[src/rtl/stack_arb_pkg.sv]
// rtl/stack_arb_pkg.sv - shared state encoding and op constants for stack_arbiter
package stack_arb_pkg;

    typedef enum logic [1:0] {
        IDLE  = 2'd0,
        ISSUE = 2'd1,
        WAIT  = 2'd2,
        DONE  = 2'd3
    } state_t;

    localparam logic OP_PUSH = 1'b1;
    localparam logic OP_POP  = 1'b0;

endpackage

[src/rtl/stack_arb_timer.sv]
// rtl/stack_arb_timer.sv - busy-wait down-counter; done marks the final enabled cycle
module stack_arb_timer #(
    parameter int BUSY_CYCLES = 3
) (
    input  logic clk,
    input  logic rst,
    input  logic load,
    input  logic enable,
    output logic done
);

    logic [3:0] count;

    always_ff @(posedge clk or posedge rst) begin
        if (rst) begin
            count <= '0;
        end else if (load) begin
            count <= 4'(BUSY_CYCLES);
        end else if (enable && count != 4'd0) begin
            count <= count - 4'd1;
        end
    end

    assign done = enable && (count == 4'd1);

endmodule

[src/rtl/stack_arbiter.sv]
// rtl/stack_arbiter.sv - two-requester stack command arbiter; STACK_ARB_RR_EN selects round-robin
module stack_arbiter
    import stack_arb_pkg::*;
#(
    parameter int WIDTH       = 2,
    parameter int BUSY_CYCLES = 3
) (
    input  logic             clk,
    input  logic             rst,
    input  logic             req0,
    input  logic             req1,
    input  logic             op0,
    input  logic             op1,
    input  logic [WIDTH-1:0] wdata0,
    input  logic [WIDTH-1:0] wdata1,
    output logic             ack0,
    output logic             ack1,
    output logic [WIDTH-1:0] rdata0,
    output logic [WIDTH-1:0] rdata1,
    output logic             err0,
    output logic             err1,
    output logic             stk_push,
    output logic             stk_pop,
    output logic [WIDTH-1:0] stk_data_in,
    input  logic [WIDTH-1:0] stk_data_out,
    input  logic             stk_full,
    input  logic             stk_empty
);

    state_t           state, next_state;
    logic             gnt_idx, gnt_op, gnt_err;
    logic [WIDTH-1:0] gnt_wdata, cap_data, pop_data;
    logic             any_req, win, win_op, reject, timer_done;
    logic [WIDTH-1:0] win_wdata;

    assign any_req = req0 | req1;

`ifdef STACK_ARB_RR_EN
    logic last_gnt;

    // Reset value 1 lets requester 0 win the first contested grant.
    always_ff @(posedge clk or posedge rst) begin
        if (rst) begin
            last_gnt <= 1'b1;
        end else if (state == IDLE && any_req) begin
            last_gnt <= win;
        end
    end

    assign win = (req0 && req1) ? ~last_gnt : req1;
`else
    assign win = ~req0;
`endif

    assign win_op    = win ? op1 : op0;
    assign win_wdata = win ? wdata1 : wdata0;
    assign reject    = (win_op == OP_PUSH && stk_full) || (win_op == OP_POP && stk_empty);

    always_ff @(posedge clk or posedge rst) begin
        if (rst) begin
            state <= IDLE;
        end else begin
            state <= next_state;
        end
    end

    always_comb begin
        next_state = state;
        case (state)
            IDLE:    if (any_req) next_state = reject ? DONE : ISSUE;
            ISSUE:   next_state = WAIT;
            WAIT:    if (timer_done) next_state = DONE;
            DONE:    next_state = IDLE;
            default: next_state = IDLE;
        endcase
    end

    always_ff @(posedge clk or posedge rst) begin
        if (rst) begin
            gnt_idx   <= 1'b0;
            gnt_op    <= OP_POP;
            gnt_err   <= 1'b0;
            gnt_wdata <= '0;
            cap_data  <= '0;
        end else begin
            if (state == IDLE && any_req) begin
                gnt_idx   <= win;
                gnt_op    <= win_op;
                gnt_err   <= reject;
                gnt_wdata <= win_wdata;
            end
            if (state == WAIT && timer_done) begin
                cap_data <= stk_data_out;
            end
        end
    end

    stack_arb_timer #(
        .BUSY_CYCLES(BUSY_CYCLES)
    ) u_timer (
        .clk   (clk),
        .rst   (rst),
        .load  (state == ISSUE),
        .enable(state == WAIT),
        .done  (timer_done)
    );

    assign pop_data = (gnt_op == OP_POP && !gnt_err) ? cap_data : '0;

    always_comb begin
        ack0        = 1'b0;
        ack1        = 1'b0;
        err0        = 1'b0;
        err1        = 1'b0;
        rdata0      = '0;
        rdata1      = '0;
        stk_push    = 1'b0;
        stk_pop     = 1'b0;
        stk_data_in = '0;
        case (state)
            ISSUE: begin
                stk_push    = (gnt_op == OP_PUSH);
                stk_pop     = (gnt_op == OP_POP);
                stk_data_in = gnt_wdata;
            end
            DONE: begin
                if (gnt_idx) begin
                    ack1   = 1'b1;
                    err1   = gnt_err;
                    rdata1 = pop_data;
                end else begin
                    ack0   = 1'b1;
                    err0   = gnt_err;
                    rdata0 = pop_data;
                end
            end
            default: ;
        endcase
    end

endmodule

[config.mk]
export PLATFORM = sky130hd
export DESIGN_NAME = stack_arbiter
export DESIGN_NICKNAME = d
export VERILOG_FILES = /design/src/rtl/stack_arb_pkg.sv /design/src/rtl/stack_arb_timer.sv /design/src/rtl/stack_arbiter.sv
export SDC_FILE = /design/constraint.sdc
export NUM_CORES = 1
export LEC_CHECK = 0
export BUFFER_PORTS_ARGS = -buffer_cell sky130_fd_sc_hd__clkbuf_2
export CAP_MARGIN = 10
export CORE_MARGIN = 1.5
export CORE_UTILIZATION = 25
export DETAILED_ROUTE_END_ITERATION = 7
export GPL_ROUTABILITY_DRIVEN = 0
export HOLD_SLACK_MARGIN = 0.02
export MAX_ROUTING_LAYER = met4
export PLACE_DENSITY = 0.43
export RECOVER_POWER = 100
export SKIP_CTS_REPAIR_TIMING = 1
export SLEW_MARGIN = 20
export SYNTH_ARGS = -nofsm -noshare
export SYNTH_HDL_FRONTEND = slang
export SYNTH_SLANG_ARGS = --single-unit
[constraint.sdc]
create_clock -name clk -period 2.6 [get_ports clk]
set_input_delay 0 -clock clk [delete_from_list [all_inputs] [get_ports clk]]
set_output_delay 0 -clock clk [all_outputs]
set_load 0.1 [all_outputs]
==> parameters.txt, run 1 <==
Parameter                              Value

Clock tree
  Number of H-tree levels    1
  Clock sink count    13
  Maximum buffer depth of the clock tree    2
  Clk_lat worst skew    270 ps
  Number of clock buffers inserted by TritonCTS    3
  Root buffer selected by CTS    sky130_fd_sc_hd__clkbuf_4
  Clock slew at the register clock pins of the worst setup and hold paths    90 ps
  TritonCTS clock tree    done

Power and ir drop
  Part of the power in the clock network    36.1%
  Combinational group share of total power    8.1%
  Cell internal pwr    0.276 mW
  Maximum ir drop on the vdd rail    0.0000699 V
  Power per cell area    336 nW/um^2
  Register share of total power    55.8%
  Switching share of power    23.8%
  Total power draw    0.362 mW
  Reported leakage power    0.551 nW
  NetSw    0.0862 mW

Die
  Die X    61.8 microns
  Die Y-Extent    61.8 microns
  Site row count    21
  Effective utilization at floorplan    25.9%
  Number of top-level pins    26
  DIE AREA    3810 sq um
  Core outline area    3340 sq um

Synthesis
  Warnings from Yosys    0
  Cells taking the most area after synthesis    sky130_fd_sc_hd__dfrtp_1 (38%), sky130_fd_sc_hd__ha_1 (12%), sky130_fd_sc_hd__inv_1 (4.3%)
  Post-synthesis sequential area ratio    37.7%
  Area share of the largest cell type after synthesis    37.7%
  Yosys reg bits    13
  Net count after synthesis    115
  Synth async-reset ratio    100%
  Main synth FF type    sky130_fd_sc_hd__dfrtp_1
  Post-synthesis average cell area    9.28 sq um
  Cell taking the most area after synthesis    sky130_fd_sc_hd__dfrtp_1
  Count of mapped cells out of synthesis    93
  EDFF count, synth    0
  Post-synthesis instance area    863 sq um
  Post-synth cell types    31

Global route
  Total congestion overflow    0
  Number of antenna violations at the first check in global routing    0
  Global-route wire length before repair    2900 microns
  Total global-route track usage    10.7%
  Maximum number of pins on one net before global-route repair    14
  Vias in the first global route    600

Detailed routing
  Iteration count of the initial detailed-routing pass    4
  Detail-routed net length per standard cell    11.3 microns
  Via count    746
  Vias per std cell    4.39
  Routed WL    1920 microns
  DRC errors left    0
  Iteration-0 DRC count of the detailed router    31
  Post-DRT Antenna Nets    0

Finish
  Commonest cells after routing, fill and taps aside    sky130_fd_sc_hd__clkbuf_2 (14), sky130_fd_sc_hd__dfrtp_1 (13), sky130_fd_sc_hd__clkbuf_1 (12)
  Post-route cell area    1080 sq um
  # diodes    0
  # fillers    381
  Most common cell after layout, fill and taps aside    sky130_fd_sc_hd__clkbuf_2
  Layout cell share with drive strength beyond 1    19.4%
  Area growth, synth to finish    24.6%
  Final core utilization    32.2%
  Number of nets in the finished design    147

STA
  Final count of pins violating max slew    0
  Setup repair after global routing missed its margin    no
  Maximum achievable frequency    478 MHz
  Final-report hold violation count    0
  Slew of the pin with the lowest slew margin    1170 ps
  Total Neg Setup Slack    0 ps
  Tcrit/Tclk final    80.5%
  Post-layout min period    2090 ps
  Worst hold slack after final layout    32.8 ps
  Slew Limit Headroom    22.4%
  Total setup violations reported at the end of the flow    0
  Final Skew    0.899 ps

Placement
  Half-perimeter wire length of the detailed placement result    1530 microns
  Number of buffers inserted by port buffering    25
  Post-detailed-placement cell area    1040 sq um

Min path
  Worst min-delay path class    in2reg

Critical path
  Path type of the worst setup path    reg2out
  Worst path arrival time    2090 ps
  Top fanout value on the critical path    5
  Category of the worst setup path capture point    output pin
  Req. time, crit path    2600 ps
  Kind of launch point of the worst setup path    register

Status
  Status    complete, no violations

Flow run
  Max capacitance violation total    0
synth_stat cells, types with 2 or more instances:
master / number
sky130_fd_sc_hd__a21oi_1: 3
sky130_fd_sc_hd__o21ai_0: 4
sky130_fd_sc_hd__inv_1: 10
sky130_fd_sc_hd__o211ai_1: 2
sky130_fd_sc_hd__mux2_2: 2
sky130_fd_sc_hd__nand2b_1: 2
sky130_fd_sc_hd__mux2i_1: 3
sky130_fd_sc_hd__dfrtp_1: 13
sky130_fd_sc_hd__ha_1: 8
sky130_fd_sc_hd__nor2b_1: 2
sky130_fd_sc_hd__nor3b_1: 2
sky130_fd_sc_hd__and2_1: 4
sky130_fd_sc_hd__a22o_1: 3
sky130_fd_sc_hd__nand2_1: 10
sky130_fd_sc_hd__nor2_1: 7
sky130_fd_sc_hd__nand3b_1: 3
logic make-up after synthesis:
group / after synthesis / synth area share (%)
mux: 5 / 6.09
fa+ha+maj: 8 / 11.6
simple gates: 38 / 24.5
flops: 13 / 37.7
buf+inv: 11 / 4.93
compound gates: 18 / 15.2
critical path, stage by stage (launching register included):
cell                       delay [ps]
sky130_fd_sc_hd__dfrtp_1          410
sky130_fd_sc_hd__inv_1            140
sky130_fd_sc_hd__ha_1             260
sky130_fd_sc_hd__and2_1           150
sky130_fd_sc_hd__clkbuf_1         860
path summary, 6_finish.rpt:
path                                     startpoint                  endpoint  slack, ps  depth (start not counted)
min reg2reg                gnt_wdata[1]$_DFFE_PP0P_  gnt_wdata[1]$_DFFE_PP0P_        500                          1
min in group asynchronous                       rst   cap_data[1]$_DFFE_PP0P_        290                          3
max                            state[1]$_DFFE_PP0P_                  stk_push        510                          4
max reg2reg                    state[0]$_DFFE_PP0P_      state[0]$_DFFE_PP0P_        900                          5
min                                            req0       gnt_idx$_DFFE_PP0P_         30                          2
max in group asynchronous                       rst  gnt_wdata[0]$_DFFE_PP0P_       1960                          3
per-layer routing:
metal	global-route usage [%]	wire [microns]	up-vias
met2	15.3	804	23
met5	-	0	-
li1	-	-	378
met4	4.56	36	0
met3	1.24	86	4
met1	15.2	990	341
power groups by stage:
stage	clock network, mW	registers (mW)	logic (mW)
5_1_grt	0.142	0.202	0.0340
3_3_place_gp	0	0.206	0.0261
3_5_place_dp	0	0.206	0.0266
2_1_floorplan	0	0.206	0.0122
6_report	0.131	0.202	0.0292
4_1_cts	0.134	0.202	0.0266
metrics by stage:
stage                     worst slack, ps  cells
final                                 506    170
after global placement               1020    163
after detailed placement              920    163
after global routing                  404    170
after CTS                             778    167
after floorplan                       500     93
final cells by class:
cell class	instances	area, sq um	area share, %
clock buffers	4	26.3	2.44
well taps	46	57.6	5.35
multi-input cells	69	488	45.3
repair buffers	28	141	13.1
inverters	10	37.5	3.49
flip-flops and latches	13	325	30.2
registers in the layout (all words and copies together), names as in the netlist:
register and count:
state 2, gnt_wdata 2, u_timer.count 4, gnt_err 1
gnt_op 1, gnt_idx 1, cap_data 2
Note: power is estimated with default switching activity, not from simulation.
==> inputs of run 2 (changes only) <==
- PLACE_DENSITY: 0.43 -> 0.44
- clock period: 2.6 -> 1.8 ns (I/O delays scaled with it)
==> parameters.txt, run 2 (same netlist as run 1, synthesis figures left out) <==
Parameter                              Value

Status
  Status    complete, no violations

Detailed routing
  Iteration count of the initial detailed-routing pass    4 (unchanged)
  DRC errors left    0 (unchanged)
  Vias per std cell    4.24 (-3.3%)
  Iteration-0 DRC count of the detailed router    16 (-48%)
  Post-DRT Antenna Nets    0 (unchanged)
  Via count    730 (-2.1%)
  Routed WL    1840 microns (-4.1%)
  Detail-routed net length per standard cell    10.7 microns (-5.2%)

Clock tree
  TritonCTS clock tree    done
  Clock sink count    13 (unchanged)
  Maximum buffer depth of the clock tree    2 (unchanged)
  Root buffer selected by CTS    sky130_fd_sc_hd__clkbuf_4
  Clock slew at the register clock pins of the worst setup and hold paths    80 ps (about the same)
  Number of H-tree levels    1 (unchanged)
  Clk_lat worst skew    270 ps (about the same)
  Number of clock buffers inserted by TritonCTS    3 (unchanged)

STA
  Slew of the pin with the lowest slew margin    541 ps (-629 ps)
  Setup repair after global routing missed its margin    no
  Final Skew    4.67 ps (+3.77 ps)
  Slew Limit Headroom    64.1% (+42 points)
  Tcrit/Tclk final    95.0%
  Total setup violations reported at the end of the flow    0 (unchanged)
  Worst hold slack after final layout    45.0 ps (+12.2 ps)
  Final-report hold violation count    0 (unchanged)
  Post-layout min period    1710 ps
  Maximum achievable frequency    585 MHz
  Total Neg Setup Slack    0 ps (unchanged)
  Final count of pins violating max slew    0 (unchanged)

Critical path
  Category of the worst setup path capture point    register
  R2R Setup Slk    90 ps (-810 ps)
  Path type of the worst setup path    reg2reg
  Top fanout value on the critical path    3 (-2)
  Kind of launch point of the worst setup path    register
  Worst path arrival time    1870 ps (-220 ps)
  Req. time, crit path    1960 ps (-640 ps)

Die
  Core outline area    3340 sq um (unchanged)
  DIE AREA    3810 sq um (unchanged)
  Die Y-Extent    61.8 microns (unchanged)
  Die X    61.8 microns (unchanged)
  Site row count    21 (unchanged)
  Effective utilization at floorplan    25.9% (unchanged)
  Number of top-level pins    26 (unchanged)

Global route
  Number of antenna violations at the first check in global routing    0 (unchanged)
  Global-route wire length before repair    2890 microns (-0.24%)
  Vias in the first global route    660 (+10%)
  Maximum number of pins on one net before global-route repair    14 (unchanged)
  Total global-route track usage    11.0% (+0.24 points)
  Total congestion overflow    0 (unchanged)

Finish
  Commonest cells after routing, fill and taps aside    sky130_fd_sc_hd__clkbuf_2 (24), sky130_fd_sc_hd__dfrtp_1 (13), sky130_fd_sc_hd__inv_1 (10), sky130_fd_sc_hd__nand2_1 (10), sky130_fd_sc_hd__ha_1 (8)
  Area growth, synth to finish    29.7%
  Most common cell after layout, fill and taps aside    sky130_fd_sc_hd__clkbuf_2
  Final core utilization    33.6% (+1.3 points)
  Number of nets in the finished design    149 (+1.4%)
  Layout cell share with drive strength beyond 1    30.2% (+11 points)
  Register name with the most flops    u_timer.count
  Flip-flop count of the largest register, all copies and words added    4 (unchanged)
  # diodes    0 (unchanged)

Power and ir drop
  Total power draw    0.513 mW (+42%)
  Maximum ir drop on the vdd rail    0.000115 V (+65%)
  Power per cell area    458 nW/um^2 (+36%)
  Reported leakage power    0.594 nW (+7.7%)

Placement
  Half-perimeter wire length of the detailed placement result    1530 microns (+0.21%)
  Number of buffers inserted by port buffering    25 (unchanged)

Flow run
  Max capacitance violation total    0 (unchanged)

Min path
  Worst min-delay path class    in2reg
==> run 2: cell count changes in the layout (fill, tap and decap cells not counted), sizes merged <==
cell  previous run  this run
buf              0         2
==> run 2: final timing paths <==
| path | startpoint | depth (start not counted) | to |
|---|---|---|---|
| max reg2reg | u_timer.count[1]$_DFFE_PP0P_ | 5 | cap_data[0]$_DFFE_PP0P_ |
| max | u_timer.count[1]$_DFFE_PP0P_ | 5 | cap_data[0]$_DFFE_PP0P_ |
| min reg2reg | cap_data[0]$_DFFE_PP0P_ | 1 | cap_data[0]$_DFFE_PP0P_ |
| min in group asynchronous | rst | 3 | u_timer.count[0]$_DFFE_PP0P_ |
| min | req0 | 2 | gnt_idx$_DFFE_PP0P_ |
| max in group asynchronous | rst | 3 | gnt_wdata[0]$_DFFE_PP0P_ |
==> run 2: critical path, stage by stage (launching register included) <==
cell                      delay [ps]
sky130_fd_sc_hd__dfrtp_1         400
sky130_fd_sc_hd__inv_1           100
sky130_fd_sc_hd__ha_1            140
sky130_fd_sc_hd__or3b_1          400
sky130_fd_sc_hd__nor2_1          200
sky130_fd_sc_hd__mux2_2          360
==> run 2: area by class of cell <==
type                    count  area (sq um)
well taps                  46          57.6
clock buffers               4          26.3
multi-input cells          69           492
fillers                   368          2220
flip-flops and latches     13           325
inverters                  10          37.5
repair buffers             30           181
==> run 2: per-layer routing <==
layer	vias to the layer above	global-route usage, %	wire (microns)
met4	0	5.47	27
met3	2	2.69	69
met2	16	16.4	807
met1	330	13.8	935
met5	-	-	0
li1	382	-	-
==> run 2: stage by stage <==
step	setup slack, ps	instances	area (sq um)
floorplan	-103	93	872
global placement	242	165	1080
detailed placement	217	165	1080
CTS	94.0	169	1110
global route	22.2	172	1120
finish	90.5	172	1120
==> run 2: power by group <==
| group | total (mW) | internal (mW) | switching (mW) |
|---|---|---|---|
| registers | 0.292 | 0.292 | 0 |
| logic | 0.0414 | 0.0207 | 0.0207 |
| clock network | 0.180 | 0.0856 | 0.0946 |
